`src/rtl/mem_access_unit.sv`:
```
// -----------------------------------------------------------------------------
// mem_access_unit
//
// Load/store sequencer between the register file's memory ports and an
// external handshaked memory bus. A request in IDLE captures the address,
// store data, destination and access type. One bus transaction then runs with
// wait-state support and an optional timeout. Load data returns to the
// register file with a one-hot, active-low, single-cycle write strobe.
//
// Optional feature macro: MEM_ACCESS_BYTE_EN
//   defined   : BYTEb=0 selects a byte access (BITS must be 16). Byte lanes are
//               chosen by addr[0], store data is replicated on both lanes, and
//               the loaded lane is zero-extended.
//   undefined : BYTEb is ignored and every access is a full word.
//
// Ports
//   CLK        in   clock, rising edge
//   RSTb       in   asynchronous active-low reset
//   LD_STARTb  in   active-low load request (sampled in IDLE)
//   ST_STARTb  in   active-low store request (sampled in IDLE)
//   BYTEb      in   active-low byte access select
//   DEST_SEL   in   load destination register index
//   addr_in    in   access address
//   data_in    in   store data
//   inM        out  load data to the register file
//   LD_reg_Mb  out  active-low one-hot load strobe
//   BUSYb      out  low while a transaction is in flight
//   ERRb       out  one-cycle active-low error pulse
//   BUS_ADDR   out  memory address
//   BUS_WDATA  out  memory write data
//   BUS_RDATA  in   memory read data
//   BUS_RDb    out  active-low read strobe
//   BUS_WRb    out  active-low write strobe
//   BUS_BEb    out  active-low byte-lane enables (bit 0 = low byte)
//   BUS_ACKb   in   active-low transfer acknowledge
// -----------------------------------------------------------------------------
module mem_access_unit #(
   parameter int BITS       = 16,
   parameter int REG_BITS   = 3,
   parameter int WAIT_LIMIT = 15
) (
   input  logic                   CLK,
   input  logic                   RSTb,
   input  logic                   LD_STARTb,
   input  logic                   ST_STARTb,
   input  logic                   BYTEb,
   input  logic [REG_BITS-1:0]    DEST_SEL,
   input  logic [BITS-1:0]        addr_in,
   input  logic [BITS-1:0]        data_in,
   output logic [BITS-1:0]        inM,
   output logic [2**REG_BITS-1:0] LD_reg_Mb,
   output logic                   BUSYb,
   output logic                   ERRb,
   output logic [BITS-1:0]        BUS_ADDR,
   output logic [BITS-1:0]        BUS_WDATA,
   input  logic [BITS-1:0]        BUS_RDATA,
   output logic                   BUS_RDb,
   output logic                   BUS_WRb,
   output logic [1:0]             BUS_BEb,
   input  logic                   BUS_ACKb
);

   localparam int         NREG     = 2**REG_BITS;
   localparam int         HALF     = BITS / 2;
   localparam logic [7:0] WAIT_LIM = 8'(WAIT_LIMIT);

   typedef enum logic [1:0] {
      IDLE   = 2'd0,
      ACCESS = 2'd1,
      WB     = 2'd2
   } state_t;

   state_t                state_q,     state_d;
   logic                  op_ld_q,     op_ld_d;
   logic [REG_BITS-1:0]   dest_q,      dest_d;
   logic [7:0]            wait_cnt_q,  wait_cnt_d;
   logic [BITS-1:0]       in_m_q,      in_m_d;
   logic [NREG-1:0]       ld_reg_q,    ld_reg_d;
   logic                  busy_q,      busy_d;
   logic                  err_q,       err_d;
   logic [BITS-1:0]       bus_addr_q,  bus_addr_d;
   logic [BITS-1:0]       bus_wdata_q, bus_wdata_d;
   logic                  bus_rd_q,    bus_rd_d;
   logic                  bus_wr_q,    bus_wr_d;
   logic [1:0]            bus_be_q,    bus_be_d;

`ifdef MEM_ACCESS_BYTE_EN
   logic                  byte_q,      byte_d;
   logic [HALF-1:0]       rd_lane;
`else
   // BYTEb has no function in the word-only build.
   logic                  unused_byteb;
   assign unused_byteb = BYTEb;
`endif

   logic [BITS-1:0]       load_data;

`ifdef MEM_ACCESS_BYTE_EN
   // addr[0]=1 selects the high lane, addr[0]=0 the low lane.
   assign rd_lane   = bus_addr_q[0] ? BUS_RDATA[BITS-1:HALF] : BUS_RDATA[HALF-1:0];
   assign load_data = byte_q ? {{(BITS-HALF){1'b0}}, rd_lane} : BUS_RDATA;
`else
   assign load_data = BUS_RDATA;
`endif

   always_ff @(posedge CLK or negedge RSTb) begin
      if (!RSTb) begin
         state_q     <= IDLE;
         op_ld_q     <= 1'b0;
         dest_q      <= '0;
         wait_cnt_q  <= '0;
         in_m_q      <= '0;
         ld_reg_q    <= '1;
         busy_q      <= 1'b1;
         err_q       <= 1'b1;
         bus_addr_q  <= '0;
         bus_wdata_q <= '0;
         bus_rd_q    <= 1'b1;
         bus_wr_q    <= 1'b1;
         bus_be_q    <= 2'b11;
`ifdef MEM_ACCESS_BYTE_EN
         byte_q      <= 1'b0;
`endif
      end else begin
         state_q     <= state_d;
         op_ld_q     <= op_ld_d;
         dest_q      <= dest_d;
         wait_cnt_q  <= wait_cnt_d;
         in_m_q      <= in_m_d;
         ld_reg_q    <= ld_reg_d;
         busy_q      <= busy_d;
         err_q       <= err_d;
         bus_addr_q  <= bus_addr_d;
         bus_wdata_q <= bus_wdata_d;
         bus_rd_q    <= bus_rd_d;
         bus_wr_q    <= bus_wr_d;
         bus_be_q    <= bus_be_d;
`ifdef MEM_ACCESS_BYTE_EN
         byte_q      <= byte_d;
`endif
      end
   end

   always_comb begin
      state_d     = state_q;
      op_ld_d     = op_ld_q;
      dest_d      = dest_q;
      wait_cnt_d  = wait_cnt_q;
      in_m_d      = in_m_q;
      ld_reg_d    = '1;         // the load strobe and error flag are pulses
      busy_d      = busy_q;
      err_d       = 1'b1;
      bus_addr_d  = bus_addr_q;
      bus_wdata_d = bus_wdata_q;
      bus_rd_d    = bus_rd_q;
      bus_wr_d    = bus_wr_q;
      bus_be_d    = bus_be_q;
`ifdef MEM_ACCESS_BYTE_EN
      byte_d      = byte_q;
`endif

      unique case (state_q)
         IDLE: begin
            if (!LD_STARTb && !ST_STARTb) begin
               // Conflicting requests: reject both and flag it.
               err_d = 1'b0;
            end else if (!LD_STARTb || !ST_STARTb) begin
               state_d    = ACCESS;
               op_ld_d    = !LD_STARTb;
               dest_d     = DEST_SEL;
               wait_cnt_d = '0;
               busy_d     = 1'b0;
               bus_addr_d = addr_in;
               // Strobes are registered here so they are low for the whole
               // first ACCESS cycle.
               bus_rd_d   = LD_STARTb;
               bus_wr_d   = !LD_STARTb;
`ifdef MEM_ACCESS_BYTE_EN
               byte_d = !BYTEb;
               if (!BYTEb) begin
                  bus_be_d    = addr_in[0] ? 2'b01 : 2'b10;
                  bus_wdata_d = {data_in[HALF-1:0], data_in[HALF-1:0]};
               end else begin
                  bus_be_d    = 2'b00;
                  bus_wdata_d = data_in;
               end
`else
               bus_be_d    = 2'b00;
               bus_wdata_d = data_in;
`endif
            end
         end

         ACCESS: begin
            // Ack is checked first so an ack on the limit cycle wins.
            if (!BUS_ACKb) begin
               bus_rd_d = 1'b1;
               bus_wr_d = 1'b1;
               bus_be_d = 2'b11;
               if (op_ld_q) begin
                  state_d = WB;
                  in_m_d  = load_data;
                  for (int i = 0; i < NREG; i++) begin
                     ld_reg_d[i] = (dest_q != REG_BITS'(i));
                  end
               end else begin
                  state_d = IDLE;
                  busy_d  = 1'b1;
               end
            end else if ((WAIT_LIM != 8'd0) && ((wait_cnt_q + 8'd1) == WAIT_LIM)) begin
               state_d    = IDLE;
               wait_cnt_d = wait_cnt_q + 8'd1;
               busy_d     = 1'b1;
               err_d      = 1'b0;
               bus_rd_d   = 1'b1;
               bus_wr_d   = 1'b1;
               bus_be_d   = 2'b11;
            end else begin
               // Saturate so an unlimited wait cannot wrap the counter.
               wait_cnt_d = (wait_cnt_q == 8'hFF) ? wait_cnt_q : wait_cnt_q + 8'd1;
            end
         end

         WB: begin
            state_d = IDLE;
            busy_d  = 1'b1;
         end

         default: begin
            state_d = IDLE;
            busy_d  = 1'b1;
         end
      endcase
   end

   assign inM       = in_m_q;
   assign LD_reg_Mb = ld_reg_q;
   assign BUSYb     = busy_q;
   assign ERRb      = err_q;
   assign BUS_ADDR  = bus_addr_q;
   assign BUS_WDATA = bus_wdata_q;
   assign BUS_RDb   = bus_rd_q;
   assign BUS_WRb   = bus_wr_q;
   assign BUS_BEb   = bus_be_q;

endmodule
```
`config.mk`:
```
export PLATFORM = sky130hd
export DESIGN_NAME = mem_access_unit
export DESIGN_NICKNAME = d
export VERILOG_FILES = /design/src/rtl/mem_access_unit.sv
export SDC_FILE = /design/constraint.sdc
export NUM_CORES = 1
export LEC_CHECK = 0
export CAP_MARGIN = 20
export CORE_MARGIN = 4
export CORE_UTILIZATION = 35
export CTS_BUF_LIST = sky130_fd_sc_hd__clkbuf_16
export DETAILED_ROUTE_END_ITERATION = 6
export MAX_ROUTING_LAYER = met4
export PLACE_DENSITY = 0.76
export SLEW_MARGIN = 20
export SYNTH_ARGS = -nofsm -noshare
export SYNTH_HDL_FRONTEND = slang
export SYNTH_SLANG_ARGS = --single-unit
```
`constraint.sdc`:
```
create_clock -name CLK -period 2 [get_ports CLK]
set_clock_uncertainty 0.15 [all_clocks]
set_input_delay 0.4 -clock CLK [delete_from_list [all_inputs] [get_ports CLK]]
set_output_delay 0.4 -clock CLK [all_outputs]
set_load 0.05 [all_outputs]
```
Yosys cells after proc, flatten, opt, wreduce, memory -nomap -nowiden
Index checks and enable logic that the tools add are counted.
{"block": "classes", "addsub": 1, "eq_ne": 16, "mux": 37, "n_bitwise": 2, "reduce_logical": 13}
{"op": "two-way mux 8 bit", "count": 8}
{"op": "!= test 3 bit, second input constant", "count": 7}
{"op": "two-way mux 2 bit", "count": 9}
{"op": "one-hot mux 8 bit (2 select lines)", "count": 1}
{"op": "two-way mux 1 bit", "count": 13}
{"op": "AND reduction 3 bit", "count": 3}
{"op": "adder 8 x 1 -> 8 bit, second input constant", "count": 1}
{"op": "== test 8 x 4 -> 1 bit, second input constant", "count": 1}
{"op": "== test 8 bit, second input constant", "count": 1}
{"op": "one-hot mux 1 bit (2 select lines)", "count": 4}
{"op": "one-hot mux 2 bit (2 select lines)", "count": 2}
{"op": "AND reduction 4 bit", "count": 2}
{"op": "!= test 2 bit, second input constant", "count": 3}
{"op": "!= test 3 x 2 -> 1 bit, second input constant", "count": 2}
{"op": "AND reduction 5 bit", "count": 1}
{"op": "!= test 3 x 1 -> 1 bit, second input constant", "count": 1}
{"op": "nonzero test 3 bit", "count": 1}
{"op": "== test 2 x 1 -> 1 bit, second input constant", "count": 1}
{"op": "logical NOT 1 bit", "count": 2}
{"op": "logical NOT 2 bit", "count": 1}
{"op": "NOT 1 bit", "count": 2}
{"op": "nonzero test 2 bit", "count": 1}
{"op": "logical AND 1 bit", "count": 1}
{"op": "logical OR 1 bit", "count": 1}
{"block": "totals", "reg_bits": 76, "word_cells": 82}

Longest topological paths before layout
{"block": "logic_depth", "word_depth": 5, "depth_mapped": 7, "ltp_nobuf": 7}

Least setup slack after synthesis
OpenSTA, ideal clock, no wires.
{"block": "synth_path", "kind": "reg-to-reg", "startpoint": "register wait_cnt_q[0]", "endpoint": "register state_q[0]", "arrival_ps": 1562, "setup_slack_ps": 160, "path_stages_with_launch": 7, "n_path_buf": 0, "synth_period_minus_slack_ps": 1840, "path_cell_list": "dfrtp_1 ha_1 nand3_1 nor3b_1 o22ai_1 o21a_1 or2_2"}
{"block": "synth_between", "elab_chain_cells": 4}
{"element": "start, declared", "line_no": "76", "source": "logic [7:0] wait_cnt_q, wait_cnt_d;"}
{"element": "start signal, assigned", "line_no": "128", "source": "wait_cnt_q <= wait_cnt_d;"}
{"element": "adder 8 x 1 -> 8 bit", "line_no": "210", "source": "end else if ((WAIT_LIM != 8'd0) && ((wait_cnt_q + 8'd1) == WAIT_LIM)) begin"}
{"element": "== test 8 x 4 -> 1 bit", "line_no": "210"}
{"element": "!= test 3 bit (no source line)"}
{"element": "AND reduction 3 bit (no source line)"}
{"element": "end signal, assigned", "line_no": "125", "source": "state_q <= state_d;"}
{"element": "end, declared", "line_no": "73", "source": "state_t state_q, state_d;"}
Every way passes these cells.
A chain may end at the register's enable or synchronous reset.

Final worst setup path
{"block": "layout_path", "startpoint": "input ST_STARTb", "endpoint": "register bus_wdata_q[8], in the netlist BUS_WDATA[8]"}
{"block": "layout_between", "elab_chain_cells": 4, "word_cells_on_any_way": 5, "classes_between": "1 x bitwise; 4 x reduce/logical"}
{"element": "start, declared", "line_no": "45", "source": "input logic ST_STARTb,"}
{"element": "logical NOT 1 bit (*)", "line_no": "164, 167"}
{"element": "logical AND 1 bit", "line_no": "164", "source": "if (!LD_STARTb && !ST_STARTb) begin"}
{"element": "NOT 1 bit (no source line)"}
{"element": "AND reduction 3 bit (no source line) (*)"}
{"element": "end signal, assigned", "line_no": "134", "source": "bus_wdata_q <= bus_wdata_d;"}
{"element": "end, declared", "line_no": "82", "source": "logic [BITS-1:0] bus_wdata_q, bus_wdata_d;"}
Mark *: on every way between the ends. The rest lies on a longest branch, timed or not.

==> flow_summary.toml <==
[placed_design]
dp_worst_setup_slack_ps = -279.1
place.gp.congestion = 0.8466
dp_hpwl_mm = 5.094
portBuffers = 117

[layout]
layout-drive-gt1-share_pct = 44.56
final_common_cell = "buf_4"
final_cell_mix = "76 x buf_4, 62 x dfrtp_1, 54 x clkdlybuf4s50_1, 52 x mux2_2, 16 x nand2_1"
final_nets = 433
syn_to_final_growth_pct = 51.89
diodes = 0

[global_routing]
grt_max_degree = 45
grt_usage_pct = 14.08
grt_use_met2_pct = 23.19
antenna_found_initial = 0
grt.overflow.total = 0
use_met3_pct = 4.164
met1_usage_pct = 16.14
grt_pass1_wl_mm = 11.18
grt_busiest_layer = "met2"
grt_pass1_vias = 2454

[sta]
setup_ws_ps = 79.97
hold_violations = 0
finalCritPeriodShare_pct = 96.00
worst_pin_slew_ps = 445.8
slew_viol_final = 0
grt_setup_unrepaired = "false"
timing.fmax_mhz = 520.8
maxSlewHeadroom_pct = 70.03
setup_tns_ps = 0
fin_crit_ps = 1920
final-setup-viol-count = 0

[job]
maxCapViolations = 0

[cts]
path_clk_slew_ps = 60
insertion_delay_ps = 330
clockBufferDepth = 2
cts_made_buffers = 9
root_buffer = "clkbuf_16"
cts_sinks = 75
cts_tree = "done"
htreeDepth = 3

[power_and_ir_drop]
swShare_pct = 43.99
combPwrFrac_pct = 51.2
clkPwrFrac_pct = 19.3
p_seq_share_pct = 29.5
p_switching_mw = 3.885
power.density_nw_per_um2 = 1872
power.total_mw = 8.831
p_leak_nw = 2.052
ir_worst_vdd_mv = 1.020
p_int_mw = 4.946

[floorplan]
pin_count = 119
die_w_um = 102.2
coreArea_um2 = 8678
fp.dieH_um = 102.2
start_util_pct = 35.78
dieArea_um2 = 10440
std_cell_rows = 34

[synth]
synth_nets = 298
synth_warnings = 0
syn-instance-count = 237
ys_ff_latch = 75
synth_cell_type_count = 37
async_reset_ff_share_pct = 100.0
synth_edf_count = 0
syn_area_um2 = 3105
synthFlopType = "dfrtp_1"
syn_area_per_cell_um2 = 13.10
synth_seq_area_share_pct = 60.96

[setup_path]
end_kind = "flop"
critPathLaunchType = "input pin"
cp_cell_sequence = "clkdlybuf4s50_1 -> inv_1 -> ha_1 -> and2_1 -> buf_12 -> mux2_2"
criticalPathCategory = "input pin to flop"
rrSetupSlack_ps = 120
crit_slowest_cell = "clkdlybuf4s50_1"
critPathMaxFanout = 36
arrival_ps = 1980
worstPathRequired_ps = 2060
slowest_delay_ps = 490

[routing]
drc_errors = 0
routed_wl_mm = 6.894
viasPerCell = 4.835
routedWlPerCell_um = 14.21
vias = 2345
drtAntennaViolNets = 0
dr.first_iter.drc_count = 71
firstDrtPassIters = 6

[run_status]
outcome = "finished clean"

[worst_hold_path]
hold_class = "flop to flop"
repair_timing:
item / in CTS / in global routing
gates resized for setup: 1 / 8
hold buffers: 1 / 0
hold endpoints to repair: 23 / 0
setup buffers: 0 / 0
cloned: 0 / 0
endpoints found under the setup margin: 1 / 8
pin swaps: 0 / 1
cell usage after synthesis, drive strengths merged (2+ instances only):
master / count / area (µm²)
nor3b: 3 / 27.52
ha: 4 / 50.05
inv: 7 / 26.28
o31ai: 5 / 37.54
mux2: 52 / 585.6
xor2: 2 / 17.52
nor3: 4 / 20.02
a21oi: 5 / 25.02
nand2: 16 / 60.06
and2: 2 / 12.51
dfrtp: 62 / 1551
nand3: 9 / 45.04
nor2b: 3 / 18.77
nor4: 2 / 12.51
nor2: 13 / 51.30
dfstp: 13 / 341.6
buf: 9 / 52.55
o21ai: 10 / 50.05
logic make-up (layout without fill, tap and decap cells):
kind of cell / after synthesis / in the layout / share of synthesized area [%]
compound gates: 27 / 27 / 5.440
xor+xnor: 3 / 3 / 0.8462
fa+ha+maj: 4 / 4 / 1.612
buf+inv: 17 / 157 / 2.699
flops: 75 / 75 / 60.96
mux: 52 / 52 / 18.86
simple gates: 59 / 59 / 9.590
layer usage:
| metal | vias up | share of wire [%] |
|---|---|---|
| met4 | 0 | 2.1 |
| met1 | 1137 | 40 |
| met3 | 16 | 8.1 |
| met5 | - | 0 |
| li1 | 1103 | - |
| met2 | 89 | 49 |
power groups by stage:
stage	Clock, mW	Combinational (mW)	Sequential [mW]
floorplan	0	1.14	4.54
global placement	0	4.50	2.58
detailed placement	0	4.56	2.61
CTS	1.75	4.56	2.60
global route	1.81	4.77	2.70
finish	1.70	4.52	2.60
worst max-delay path, delay by kind of cell:
kind | cells | cell delay, ps
buffers and inverters | 3 | 770
multiplexers | 1 | 360
adder cells (fa/ha/maj) | 1 | 260
AND/OR/NAND/NOR | 1 | 160
per-stage QoR:
| stage | util, % | instance area, µm² | hold slack, ps | std cells |
|---|---|---|---|---|
| floorplan | - | 3105 | -45.59 | 237 |
| global placement | 50.25 | 4360 | 206.6 | 468 |
| detailed placement | 50.25 | 4360 | 213.2 | 468 |
| CTS | 54.08 | 4693 | 332.7 | 485 |
| global route | 54.35 | 4717 | 365.1 | 485 |
| finish | 54.35 | 4717 | 331.8 | 485 |
worst paths after layout:
path / from / endpoint / cells past startpoint
max: ST_STARTb / BUS_WDATA[8] / 6
min: BUSYb / BUSYb / 2
max reg2reg: wait_cnt_q[0] / state_q[0] / 6
min reg2reg: BUSYb / BUSYb / 2
max in group asynchronous: RSTb / BUSYb / 3
min in group asynchronous: RSTb / inM[0] / 2
area by class of cell:
class	instances	area [µm²]
Fill cell	749	3961
Sequential cell	75	1893
Timing Repair Buffer	134	1181
Multi-Input combinational cell	145	1164
Clock buffer	9	225.2
Tap cell	108	135.1
Clock inverter	7	92.59
Inverter	7	26.28
state kept, by name, summed over array words and instances, names as in the netlist:
| signal | count |
|---|---|
| state_q | 2 |
| BUS_RDb | 1 |
| inM | 16 |
| LD_reg_Mb | 8 |
| wait_cnt_q | 8 |
| BUS_WDATA | 16 |
| BUS_BEb | 1 |
| dest_q | 3 |
| BUSYb | 1 |
| ERRb | 1 |
| BUS_ADDR | 16 |
| BUS_WRb | 1 |
| op_ld_q | 1 |
No activity file was read; power rests on OpenSTA's default activity.
